==> src/rtl/div_pkg.sv <==
// Shared types and constants for the RV32M iterative divide unit.
package div_pkg;

  typedef enum logic [1:0] {
    DIV  = 2'b00,
    DIVU = 2'b01,
    REM  = 2'b10,
    REMU = 2'b11
  } div_funct_t;

  typedef enum logic [1:0] {
    IDLE = 2'b00,
    RUN  = 2'b01,
    DONE = 2'b10
  } div_state_t;

  localparam logic [31:0] DIV_ZERO_Q = 32'hFFFF_FFFF;
  localparam logic [31:0] DIV_OVF_Q  = 32'h8000_0000;

endpackage

==> src/rtl/div_step.sv <==
// One restoring-division iteration on unsigned magnitudes.
module div_step #(
  parameter int XLEN = 32
) (
  input  logic [XLEN-1:0] rem,
  input  logic [XLEN-1:0] quo,
  input  logic [XLEN-1:0] divisor,
  output logic [XLEN-1:0] remNxt,
  output logic [XLEN-1:0] quoNxt
);

  logic [XLEN:0] shifted;
  logic [XLEN:0] diff;

  // rem < divisor on entry, so the shifted value fits in XLEN+1 bits and the
  // top bit of the difference is a clean borrow flag.
  always_comb begin
    shifted = {rem, quo[XLEN-1]};
    diff    = shifted - {1'b0, divisor};
    if (!diff[XLEN]) begin
      remNxt = diff[XLEN-1:0];
      quoNxt = {quo[XLEN-2:0], 1'b1};
    end else begin
      remNxt = shifted[XLEN-1:0];
      quoNxt = {quo[XLEN-2:0], 1'b0};
    end
  end

endmodule

==> src/rtl/div_exec_unit.sv <==
// Execute-stage RV32M DIV/DIVU/REM/REMU unit; stalls the pipe via OkE while iterating.
module div_exec_unit
  import div_pkg::*;
#(
  parameter int XLEN = 32
) (
  input  logic            clk,
  input  logic            reset_n,
  input  logic            ValidE,
  input  logic [1:0]      FunctE,
  input  logic [XLEN-1:0] SrcAE,
  input  logic [XLEN-1:0] SrcBE,
  input  logic            KillE,
  output logic            OkE,
  output logic [XLEN-1:0] ResultE
);

  localparam int CNTW = $clog2(XLEN);
  localparam logic [CNTW-1:0] LAST = CNTW'(XLEN - 1);

  div_state_t      state, stateNxt;
  logic [CNTW-1:0] cnt;
  logic [XLEN-1:0] remR, quoR, divR;
  logic            negQ, negR, remOp;
  logic [XLEN-1:0] stepRem, stepQuo;

  logic            isSigned, aNeg, bNeg, divByZero, overflow;
  logic [XLEN-1:0] aMag, bMag, fastRes, fixRes;

  // Operand decode, only meaningful in IDLE when a new op is presented.
  always_comb begin
    isSigned  = ~FunctE[0];
    aNeg      = isSigned & SrcAE[XLEN-1];
    bNeg      = isSigned & SrcBE[XLEN-1];
    aMag      = aNeg ? -SrcAE : SrcAE;
    bMag      = bNeg ? -SrcBE : SrcBE;
    divByZero = (SrcBE == '0);
    overflow  = isSigned & (SrcAE == {1'b1, {(XLEN-1){1'b0}}}) & (SrcBE == '1);
    if (divByZero) fastRes = FunctE[1] ? SrcAE : DIV_ZERO_Q;
    else           fastRes = FunctE[1] ? '0    : DIV_OVF_Q;
    fixRes = remOp ? (negR ? -stepRem : stepRem) : (negQ ? -stepQuo : stepQuo);
  end

  div_step #(.XLEN(XLEN)) uStep (
    .rem     (remR),
    .quo     (quoR),
    .divisor (divR),
    .remNxt  (stepRem),
    .quoNxt  (stepQuo)
  );

  always_ff @(posedge clk or negedge reset_n) begin
    if (!reset_n) state <= IDLE;
    else          state <= stateNxt;
  end

  always_comb begin
    stateNxt = state;
    OkE      = (state == DONE) | ((state == IDLE) & ~ValidE);
    case (state)
      IDLE:    if (ValidE) stateNxt = (divByZero | overflow) ? DONE : RUN;
      RUN:     if (cnt == LAST) stateNxt = DONE;
      DONE:    stateNxt = IDLE;
      default: stateNxt = IDLE;
    endcase
    if (KillE) stateNxt = IDLE;
  end

  // ResultE is only written on the edge into DONE, so it holds otherwise.
  always_ff @(posedge clk or negedge reset_n) begin
    if (!reset_n) begin
      cnt     <= '0;
      remR    <= '0;
      quoR    <= '0;
      divR    <= '0;
      negQ    <= 1'b0;
      negR    <= 1'b0;
      remOp   <= 1'b0;
      ResultE <= '0;
    end else if (!KillE) begin
      if (state == IDLE && ValidE) begin
        cnt   <= '0;
        remR  <= '0;
        quoR  <= aMag;
        divR  <= bMag;
        negQ  <= aNeg ^ bNeg;
        negR  <= aNeg;
        remOp <= FunctE[1];
        if (divByZero | overflow) ResultE <= fastRes;
      end else if (state == RUN) begin
        cnt  <= cnt + 1'b1;
        remR <= stepRem;
        quoR <= stepQuo;
        if (cnt == LAST) ResultE <= fixRes;
      end
    end
  end

endmodule
==> config.mk <==
export PLATFORM = sky130hd
export DESIGN_NAME = div_exec_unit
export DESIGN_NICKNAME = d
export VERILOG_FILES = /design/src/rtl/div_pkg.sv /design/src/rtl/div_step.sv /design/src/rtl/div_exec_unit.sv
export SDC_FILE = /design/constraint.sdc
export NUM_CORES = 1
export LEC_CHECK = 0
export BUFFER_PORTS_ARGS = -buffer_cell sky130_fd_sc_hd__buf_2
export CAP_MARGIN = 20
export CORE_MARGIN = 5
export CORE_UTILIZATION = 55
export DETAILED_ROUTE_END_ITERATION = 8
export PLACE_DENSITY = 0.85
export RECOVER_POWER = 25
export REMOVE_ABC_BUFFERS = 1
export SLEW_MARGIN = 20
export SYNTH_ARGS = -nofsm -noshare
export SYNTH_HDL_FRONTEND = slang
export SYNTH_SLANG_ARGS = --single-unit
==> constraint.sdc <==
create_clock -name clk -period 7.41 [get_ports clk]
set_input_delay 0.3705 -clock clk [delete_from_list [all_inputs] [get_ports clk]]
set_output_delay 0.3705 -clock clk [all_outputs]
set_load 0.1 [all_outputs]
==> results of run 1 <==
final cells by class:
type	instances	area, um^2
fill	1851	7980
multi-input combinational	1205	7630
sequential	138	3450
timing repair buffer	114	597
clock buffer	22	474
tap	275	344
inverter	54	205
clock inverter	10	141
power by group through the flow:
stage | sequential (W) | combinational, W | clock [W]
3_5_place_dp | 0.00121 | 0.00478 | 0
3_3_place_gp | 0.00120 | 0.00470 | 0
2_1_floorplan | 0.00120 | 0.00359 | 0
5_1_grt | 0.00123 | 0.00535 | 0.000942
4_1_cts | 0.00120 | 0.00484 | 0.000904
6_report | 0.00121 | 0.00496 | 0.000903
logic make-up (layout without fill, tap and decap cells):
logic type	Yosys count	in the layout	share of synthesized area [%]
simple gates	499	499	20.3
buf+inv	129	200	4.32
mux	34	34	2.97
flops	138	138	29.9
compound gates	498	498	27.9
xor+xnor	134	134	10.2
fa+ha+maj	40	40	4.40
timing repair:
| item | 4_1_cts | 5_1_grt |
|---|---|---|
| setup buffers | 0 | 0 |
| endpoints found under the hold margin | 7 | 0 |
| hold buffers | 1 | 0 |
| gates resized for setup | 0 | 0 |
metrics by stage:
step | worst slack (ns) | cells | hold slack, ns | area, um^2 | total power, W
2_1_floorplan | 1.73 | 1397 | 0.0749 | 11300 | 0.00479
3_3_place_gp | 1.25 | 1785 | 0.433 | 12200 | 0.00590
3_5_place_dp | 1.10 | 1785 | 0.449 | 12200 | 0.00599
4_1_cts | 1.00 | 1818 | 0.208 | 12800 | 0.00694
5_1_grt | 0.579 | 1818 | 0.265 | 12800 | 0.00753
6_report | 0.900 | 1818 | 0.222 | 12800 | 0.00708
critical path: cells and delay by family (launching register included):
kind	cells	cell delay (ns)
AO/OA/AOI/OAI	8	2.45
flip-flops	1	0.41
adder cells (fa/ha/maj)	3	0.90
buffers and inverters	2	0.45
XOR/XNOR	1	0.09
AND/OR/NAND/NOR	6	2.10
layout by cell type (no fill, tap or decap), types with 32 or more instances in the layout:
cell	netlist	layout
nor3_1	36	36
o21ai_0	183	183
inv_1	52	52
mux2i_1	32	32
xnor2_1	66	66
xor2_1	68	68
nor2_1	118	117
buf_2	9	97
nand2_1	197	196
ha_1	39	39
dfrtp_1	138	138
a21oi_1	105	105
path summary, 6_finish.rpt:
kind | end | slack, ns | cells past startpoint
max | ResultE[24]$_DFFE_PN0P_ | 0.90 | 20
min | quoR[0]$_DFFE_PN0P_ | 0.22 | 3
max reg2reg | ResultE[24]$_DFFE_PN0P_ | 0.90 | 20
min reg2reg | ResultE[2]$_DFFE_PN0P_ | 0.48 | 2
max in group asynchronous | quoR[2]$_DFFE_PN0P_ | 2.92 | 3
min in group asynchronous | divR[28]$_DFFE_PN0P_ | 1.96 | 2
flip-flops by register name, summed over array words and instances, names as in the netlist:
register / flops
ResultE: 32
divR: 32
quoR: 32
remR: 32
cnt: 5
state: 2
negQ: 1
negR: 1
remOp: 1
per-layer routing:
metal | track usage, % | vias to the layer above | routed length (um)
met5 | 0 | - | 0
met4 | 13.2 | 0 | 1840
met3 | 6.18 | 157 | 2880
met2 | 47.1 | 602 | 16500
met1 | 39.1 | 5528 | 14800
li1 | - | 5467 | -
==> results.json, run 1 <==
{
  "outcome": "complete, but fails checks",
  "violations": "max-capacitance violations, max-slew violations",
  "worstPathArrival_ns": 6.86,
  "min-delay-start": "SrcAE[0]",
  "fin_nets": 1640,
  "syn-cell-area_um2": 11500,
  "setup_viol": 0,
  "ys_types": 88,
  "relSlewSlack_pct": -181,
  "viasPerCell": 6.47,
  "internal_power_w": 0.00328,
  "cts_root_buffer": "clkbuf_16",
  "wire_per_inst_um": 19.8,
  "ys_seq_elements": 138,
  "rsz0062_at_grt": "false",
  "report.final.slew_viol_count": 75,
  "static-leakage-power_nw": 5.47,
  "overflow": 0,
  "fin_crit_sh_pct": 87.9,
  "synth_common_cells": "nand2_1, o21ai_0, dfrtp_1, nor2_1, a21oi_1",
  "p_sw_share_pct": 53.7,
  "die-area_um2": 24000,
  "yosysMostFrequentCell": "nand2_1",
  "initial_core_util_pct": 55.5,
  "post-synth-top-area-fraction_pct": 29.9,
  "drc": 0,
  "fin_crit_ns": 6.51,
  "regToRegStartpoint": "quoR[31]$_DFFE_PN0P_",
  "grt_pass1_vias": 11349,
  "hpwl_um": 26400,
  "fp.dieH_um": 155,
  "crit_path_max_incr_delay_ns": 0.50,
  "grt.total_usage_pct": 29.6,
  "final_antenna_net_count": 0,
  "avgSynthCellArea_um2": 7.84,
  "ys_warn_count": 0,
  "worst_setup_path_start_kind": "register",
  "synth-edff-count": 0,
  "cp_max_fo": 36,
  "synth_cells": 1472,
  "power_frac_seq_pct": 17.1,
  "portBuffers": 102,
  "clockBufferDepth": 2,
  "worst_ep_required_time_ns": 7.76,
  "worstHoldPathType": "input port to register",
  "end_kind": "register",
  "cts_tree": "built",
  "row_count": 53,
  "post-route-util_pct": 61.7,
  "antenna_cells": 0,
  "power_frac_clock_pct": 12.8,
  "p_comb_share_pct": 70.2,
  "drive_gt1_share_pct": 12.1,
  "p_switching_w": 0.00380,
  "final.setup.tns_ns": 0,
  "power_density_nw_per_um2": 551,
  "dr.pass1.iters": 6,
  "htreeDepth": 4,
  "core_um2": 20800,
  "gp_congestion": 0.934,
  "async_flop_share_pct": 100,
  "antenna_found_initial": 0,
  "clock_sinks": 138,
  "grt_pass1_wl_um": 58000,
  "cap_violations": 1,
  "grt_max_degree": 86,
  "fmax_mhz": 154,
  "synth_area_leaders": "dfrtp_1, o21ai_0, nand2_1, xor2_1, xnor2_1",
  "hold_viol_final": 0,
  "worst_pin_slew_ns": 4.21,
  "critPathKind": "register to register",
  "ys_seq_area_share_pct": 29.9,
  "clock_skew_ns": 0.00709,
  "die_x_um": 155,
  "clk_pin_slew_ns": 0.06,
  "ios": 103,
  "clk_latency_ns": 0.44,
  "irDropWorstVdd_mv": 0.396,
  "slowest_stage": "or4_1",
  "wirelength_um": 36000,
  "yosysTopAreaCell": "dfrtp_1",
  "cp-startpoint": "quoR[31]$_DFFE_PN0P_",
  "area_delta_synth_final_pct": 11.2,
  "cp_cell_sequence": "inv_1, ha_1, fa_1, nand2b_1, a21o_1, a2111o_1, a211o_1, a21oi_4, nor2_8, inv_4, ha_1, or3b_2, or2_2, or2_2, or4_1, o21ai_0, xor2_1, a222oi_1, o211ai_1, o21ai_0",
  "vias": 11754,
  "yosys_most_used_dff": "dfrtp_1",
  "drtIter0Drc": 1150,
  "cts_made_buffers": 17
}
Note: power is estimated with default switching activity, not from simulation.
==> run 2, diff against run 1 <==
Settings changed: CELL_PAD_IN_SITES_DETAIL_PLACEMENT set to 1, CELL_PAD_IN_SITES_GLOBAL_PLACEMENT set to 1, CORE_UTILIZATION 55 to 46, PLACE_DENSITY 0.85 to 0.92.
==> run 2 against run 1 <==
The run still ends with max-capacitance violations, max-slew violations left. Clock power about the same. Non-clock buffer count increased by 3. Global-route usage increased by 0.48 points. Utilization decreased by 9.9 points. Register-to-register slack improved by 0.07 ns. Sequential share of layout area decreased by 0.17 points.
==> results.json, run 2 (synthesis gave the netlist of run 1 again) <==
{
  "static-leakage-power_nw": 5.51,
  "clk_pin_slew_ns": 0.06,
  "cap_violations": 1,
  "die_x_um": 168,
  "final.setup.tns_ns": 0,
  "p_switching_w": 0.00405,
  "final_area_um2": 12900,
  "multi_input_area_um2": 7620,
  "holdWs_ns": 0.252,
  "cts_hold_buf": 0,
  "viasPerCell": 6.56,
  "layout.cells.non_filler": 1875,
  "antenna_cells": 0,
  "worst_pin_slew_ns": 4.83,
  "htreeDepth": 4,
  "irDropWorstVdd_mv": 0.557,
  "area_delta_synth_final_pct": 11.9,
  "overflow": 0,
  "post-place-ws_ns": 1.18,
  "power_frac_seq_pct": 16.8,
  "initial_core_util_pct": 46.3,
  "vias": 12299,
  "clk_latency_ns": 0.44,
  "portBuffers": 102,
  "fin_crit_ns": 6.44,
  "worst_setup_path_start_kind": "register",
  "drtIter0Drc": 1142,
  "drive_gt1_share_pct": 12.6,
  "power_frac_clock_pct": 12.4,
  "worst_ep_required_time_ns": 7.77,
  "fillCellCount": 3109,
  "mostFrequentLayoutCells": "nand2_1, o21ai_0, dfrtp_1",
  "regArea_um2": 3450,
  "worstPathArrival_ns": 6.79,
  "fin_crit_sh_pct": 86.8,
  "violations": "max-capacitance violations, max-slew violations",
  "relSlewSlack_pct": -222,
  "final_common_cell": "nand2_1",
  "power_density_nw_per_um2": 567,
  "critPathKind": "register to register",
  "antenna_found_initial": 1,
  "wire_per_inst_um": 23.1,
  "rrSetupSlack_ns": 0.97,
  "final_antenna_net_count": 0,
  "core_um2": 25000,
  "setup_viol": 0,
  "grt.total_usage_pct": 30.1,
  "setup_slack_ns": 0.975,
  "die-area_um2": 28400,
  "cts_resized": 0,
  "outcome": "complete, but fails checks",
  "clockBufferDepth": 2,
  "regToRegStartpoint": "quoR[31]$_DFFE_PN0P_",
  "cts_root_buffer": "clkbuf_16",
  "clock_sinks": 138,
  "internal_power_w": 0.00327,
  "worstHoldPathType": "input port to register",
  "cts_tree": "built",
  "cp-startpoint": "quoR[31]$_DFFE_PN0P_",
  "hold_viol_final": 0,
  "row_count": 58,
  "fmax_mhz": 155,
  "p_comb_share_pct": 70.8,
  "grt_max_degree": 87,
  "cp_cell_sequence": "inv_1, ha_1, fa_1, nand2b_1, a21o_1, a2111o_1, a211o_1, a21oi_4, nor2_8, inv_4, ha_1, or3b_2, or2_2, or2_2, or4_1, o21ai_0, xor2_1, a222oi_1, o211ai_1, o21ai_0",
  "slowest_stage": "or4_1",
  "wirelength_um": 43400,
  "p_sw_share_pct": 55.3,
  "post_cts_buffers": 0,
  "min-delay-start": "SrcAE[0]",
  "fp.dieH_um": 168,
  "cp_max_fo": 36,
  "fin_nets": 1643,
  "grt_pass1_vias": 12881,
  "crit_path_max_incr_delay_ns": 0.52,
  "end_kind": "register",
  "drc": 0,
  "rsz0062_at_grt": "false",
  "ios": 103,
  "report.final.slew_viol_count": 85,
  "dpl-instance-area_um2": 12300,
  "hpwl_um": 30900,
  "grt_pass1_wl_um": 68900,
  "gp_congestion": 0.919,
  "placedCellCount": 1844,
  "cts_made_buffers": 17,
  "clock_skew_ns": 0.00991,
  "dr.pass1.iters": 7
}
[run 2: cell count changes in the layout (fill, tap and decap cells not counted), sizes merged]
cell         change
buf              +8
clkbuf           -7
clkinv           +1
dlygate4sd3      -1
inv              +1
[run 2: worst max-delay path: cells and delay by family (launching register included)]
family                   cells  cell delay (ns)
XOR/XNOR                     1             0.10
adder cells (fa/ha/maj)      3             0.92
AO/OA/AOI/OAI                8             2.48
buffers and inverters        2             0.43
AND/OR/NAND/NOR              6             1.97
flip-flops                   1             0.43
[run 2: per-stage QoR]
| stage | power (W) | util (%) |
|---|---|---|
| floorplan | 0.00479 | - |
| global placement | 0.00596 | 49.3 |
| detailed placement | 0.00617 | 49.4 |
| CTS | 0.00720 | 51.8 |
| global route | 0.00777 | 51.8 |
| finish | 0.00732 | 51.8 |
[run 2: final timing paths]
kind,cells past startpoint,end
max in group asynchronous,1,divR[27]$_DFFE_PN0P_
min reg2reg,2,ResultE[2]$_DFFE_PN0P_
max reg2reg,20,ResultE[24]$_DFFE_PN0P_
max,20,ResultE[24]$_DFFE_PN0P_
min in group asynchronous,1,ResultE[4]$_DFFE_PN0P_
min,3,quoR[0]$_DFFE_PN0P_
[run 2: final cells by class]
cell class              count  area share [%]
inverters                  54            1.59
clock inverters            12            1.14
flip-flops and latches    138            26.7
well taps                 330            3.19
multi-input cells        1205            59.0
clock buffers              19            3.50
repair buffers            117            4.87
[run 2: power groups by stage]
stage / logic (W) / registers [W] / clock network (W)
after floorplan: 0.00359 / 0.00120 / 0
after global placement: 0.00476 / 0.00120 / 0
after detailed placement: 0.00494 / 0.00122 / 0
after CTS: 0.00507 / 0.00122 / 0.000910
after global routing: 0.00557 / 0.00125 / 0.000945
final: 0.00519 / 0.00123 / 0.000906
[run 2: metal layers]
layer | global-route usage (%) | routed length, um
met1 | 35.9 | 17100
met2 | 51.3 | 20900
met3 | 5.99 | 2860
met4 | 15.8 | 2470
met5 | 0 | 12
==> run 3, diff against run 2 <==
Settings changed: CORE_UTILIZATION 46 to 49, CTS_CLUSTER_DIAMETER set to 30, PLACE_DENSITY 0.92 to 0.95.
Clock period 7.41 ns to 8 ns, I/O delays scaled along.
==> run 3 against run 2 <==
The run still ends with max-capacitance violations, max-slew violations left. Hold slack got worse by 0.0099 ns. Final area decreased by 0.12%. Critical path depth unchanged. First-iteration DRC count increased by 7.4%. Wire length increased by 4.8%. Critical path type unchanged. Die area decreased by 5.8%. Clock-buffer cell count increased by 1. Sequential share of layout area about the same. Largest power group unchanged. Utilization increased by 3.6 points. Combinational power decreased by 5.4%.
==> results.json, run 3 (synthesis gave the netlist of run 1 again) <==
{
  "fmax_mhz": 149,
  "rr_worst_depth": 20,
  "grt.total_usage_pct": 34.3,
  "grt_pass1_wl_um": 72800,
  "cp_max_fo": 36,
  "antenna_found_initial": 1,
  "drive_gt1_share_pct": 11.9,
  "critPathKind": "register to register",
  "cts_tree": "built",
  "cts_made_buffers": 17,
  "violations": "max-capacitance violations, max-slew violations",
  "fin_crit_sh_pct": 83.8,
  "end_kind": "register",
  "fp.dieH_um": 164,
  "drc": 0,
  "mostFrequentLayoutCells": "nand2_1, o21ai_0, dfrtp_1",
  "fillCellCount": 2885,
  "antenna_cells": 0,
  "rrSetupSlack_ns": 1.29,
  "vias": 12629,
  "ios": 103,
  "initial_core_util_pct": 49.5,
  "worst_pin_slew_ns": 4.01,
  "clock_skew_ns": 0.0101,
  "drtIter0Drc": 1226,
  "wirelength_um": 45500,
  "overflow": 0,
  "hold_viol_final": 0,
  "die_x_um": 164,
  "cap_violations": 1,
  "worstHoldPathType": "input port to register",
  "hold_path_depth": 3,
  "setup_viol": 0,
  "cts_root_buffer": "clkbuf_16",
  "static-leakage-power_nw": 5.47,
  "final_antenna_net_count": 0,
  "die-area_um2": 26700,
  "gp_congestion": 0.915,
  "multi_input_area_um2": 7620,
  "outcome": "complete, but fails checks",
  "hold_path_end": "quoR[0]$_DFFE_PN0P_",
  "wire_per_inst_um": 24.4,
  "regToRegStartpoint": "quoR[31]$_DFFE_PN0P_",
  "grt_pass1_vias": 13336,
  "core_um2": 23300,
  "worst_setup_path_start_kind": "register",
  "rsz0062_at_grt": "false",
  "min-delay-start": "SrcAE[0]",
  "holdWs_ns": 0.242,
  "worstPathArrival_ns": 7.06,
  "row_count": 56,
  "final.setup.tns_ns": 0,
  "clk_latency_ns": 0.45,
  "area_delta_synth_final_pct": 11.8,
  "report.final.slew_viol_count": 68,
  "timing.rr.end": "ResultE[24]$_DFFE_PN0P_",
  "regArea_um2": 3450,
  "fin_nets": 1643,
  "dr.pass1.iters": 7,
  "hpwl_um": 31000,
  "irDropWorstVdd_mv": 0.294,
  "post_cts_buffers": 0,
  "fin_crit_ns": 6.71,
  "clock_sinks": 138,
  "relSlewSlack_pct": -168,
  "power_density_nw_per_um2": 537,
  "final_common_cell": "nand2_1",
  "clockBufferDepth": 2,
  "viasPerCell": 6.77,
  "portBuffers": 102,
  "worst_ep_required_time_ns": 8.36,
  "grt_max_degree": 87,
  "clk_pin_slew_ns": 0.07,
  "htreeDepth": 4
}
==> run 3: critical path, cell delays in order (launching register included) <==
cell,delay (ns)
dfrtp_1,0.41
inv_1,0.06
ha_1,0.22
fa_1,0.40
nand2b_1,0.21
a21o_1,0.27
a2111o_1,0.49
a211o_1,0.38
a21oi_4,0.48
nor2_8,0.26
inv_4,0.41
ha_1,0.28
or3b_2,0.49
or2_2,0.36
or2_2,0.34
or4_1,0.51
o21ai_0,0.23
xor2_1,0.10
a222oi_1,0.35
o211ai_1,0.15
o21ai_0,0.20
==> run 3: where the power goes <==
group / total, W / switching, W / internal (W)
Clock: 0.000876 / 0.000347 / 0.000529
Sequential: 0.00115 / 0.000266 / 0.000883
Combinational: 0.00491 / 0.00327 / 0.00164
Total: 0.00694 / 0.00388 / 0.00306
==> run 3: how the worst max path moves through the flow <==
stage                          from                      end  slack, ns  depth (start not counted)
2_1_floorplan  quoR[31]$_DFFE_PN0P_  ResultE[26]$_DFFE_PN0P_       2.32                         20
3_3_place_gp   quoR[31]$_DFFE_PN0P_  ResultE[24]$_DFFE_PN0P_       1.77                         20
3_5_place_dp   quoR[31]$_DFFE_PN0P_  ResultE[24]$_DFFE_PN0P_       1.55                         20
4_1_cts        quoR[31]$_DFFE_PN0P_  ResultE[26]$_DFFE_PN0P_       1.45                         20
5_1_grt        quoR[31]$_DFFE_PN0P_  ResultE[24]$_DFFE_PN0P_       1.07                         20
6_report       quoR[31]$_DFFE_PN0P_  ResultE[24]$_DFFE_PN0P_       1.29                         20
==> run 3: layer usage <==
metal	GRT usage, %	routed length (um)
met2	56.5	21900
met1	42.1	17700
met5	0	12
met3	5.83	3090
met4	20.3	2800
==> run 3: final cells by class <==
type                            instances  area share (%)
Timing Repair Buffer                  117            4.74
Multi-Input combinational cell       1205            59.0
Inverter                               54            1.59
Clock buffer                           20            3.46
Clock inverter                         12            1.33
Tap cell                              319            3.09
Sequential cell                       138            26.7
==> run 3: timing repair <==
| action | 4_1_cts | 5_1_grt |
|---|---|---|
| hold endpoints to repair | 16 | 0 |
| gates resized for setup | 0 | 0 |
| hold buffers | 1 | 0 |
==> run 3: stage by stage <==
step / setup WS [ns] / util (%) / instances / area [um^2] / total power, W
after floorplan: 2.32 / - / 1397 / 11300 / 0.00444
after global placement: 1.77 / 52.7 / 1832 / 12300 / 0.00550
after detailed placement: 1.55 / 52.7 / 1832 / 12300 / 0.00572
after CTS: 1.45 / 55.4 / 1865 / 12900 / 0.00677
after global routing: 1.07 / 55.3 / 1865 / 12900 / 0.00730
final: 1.29 / 55.3 / 1865 / 12900 / 0.00694
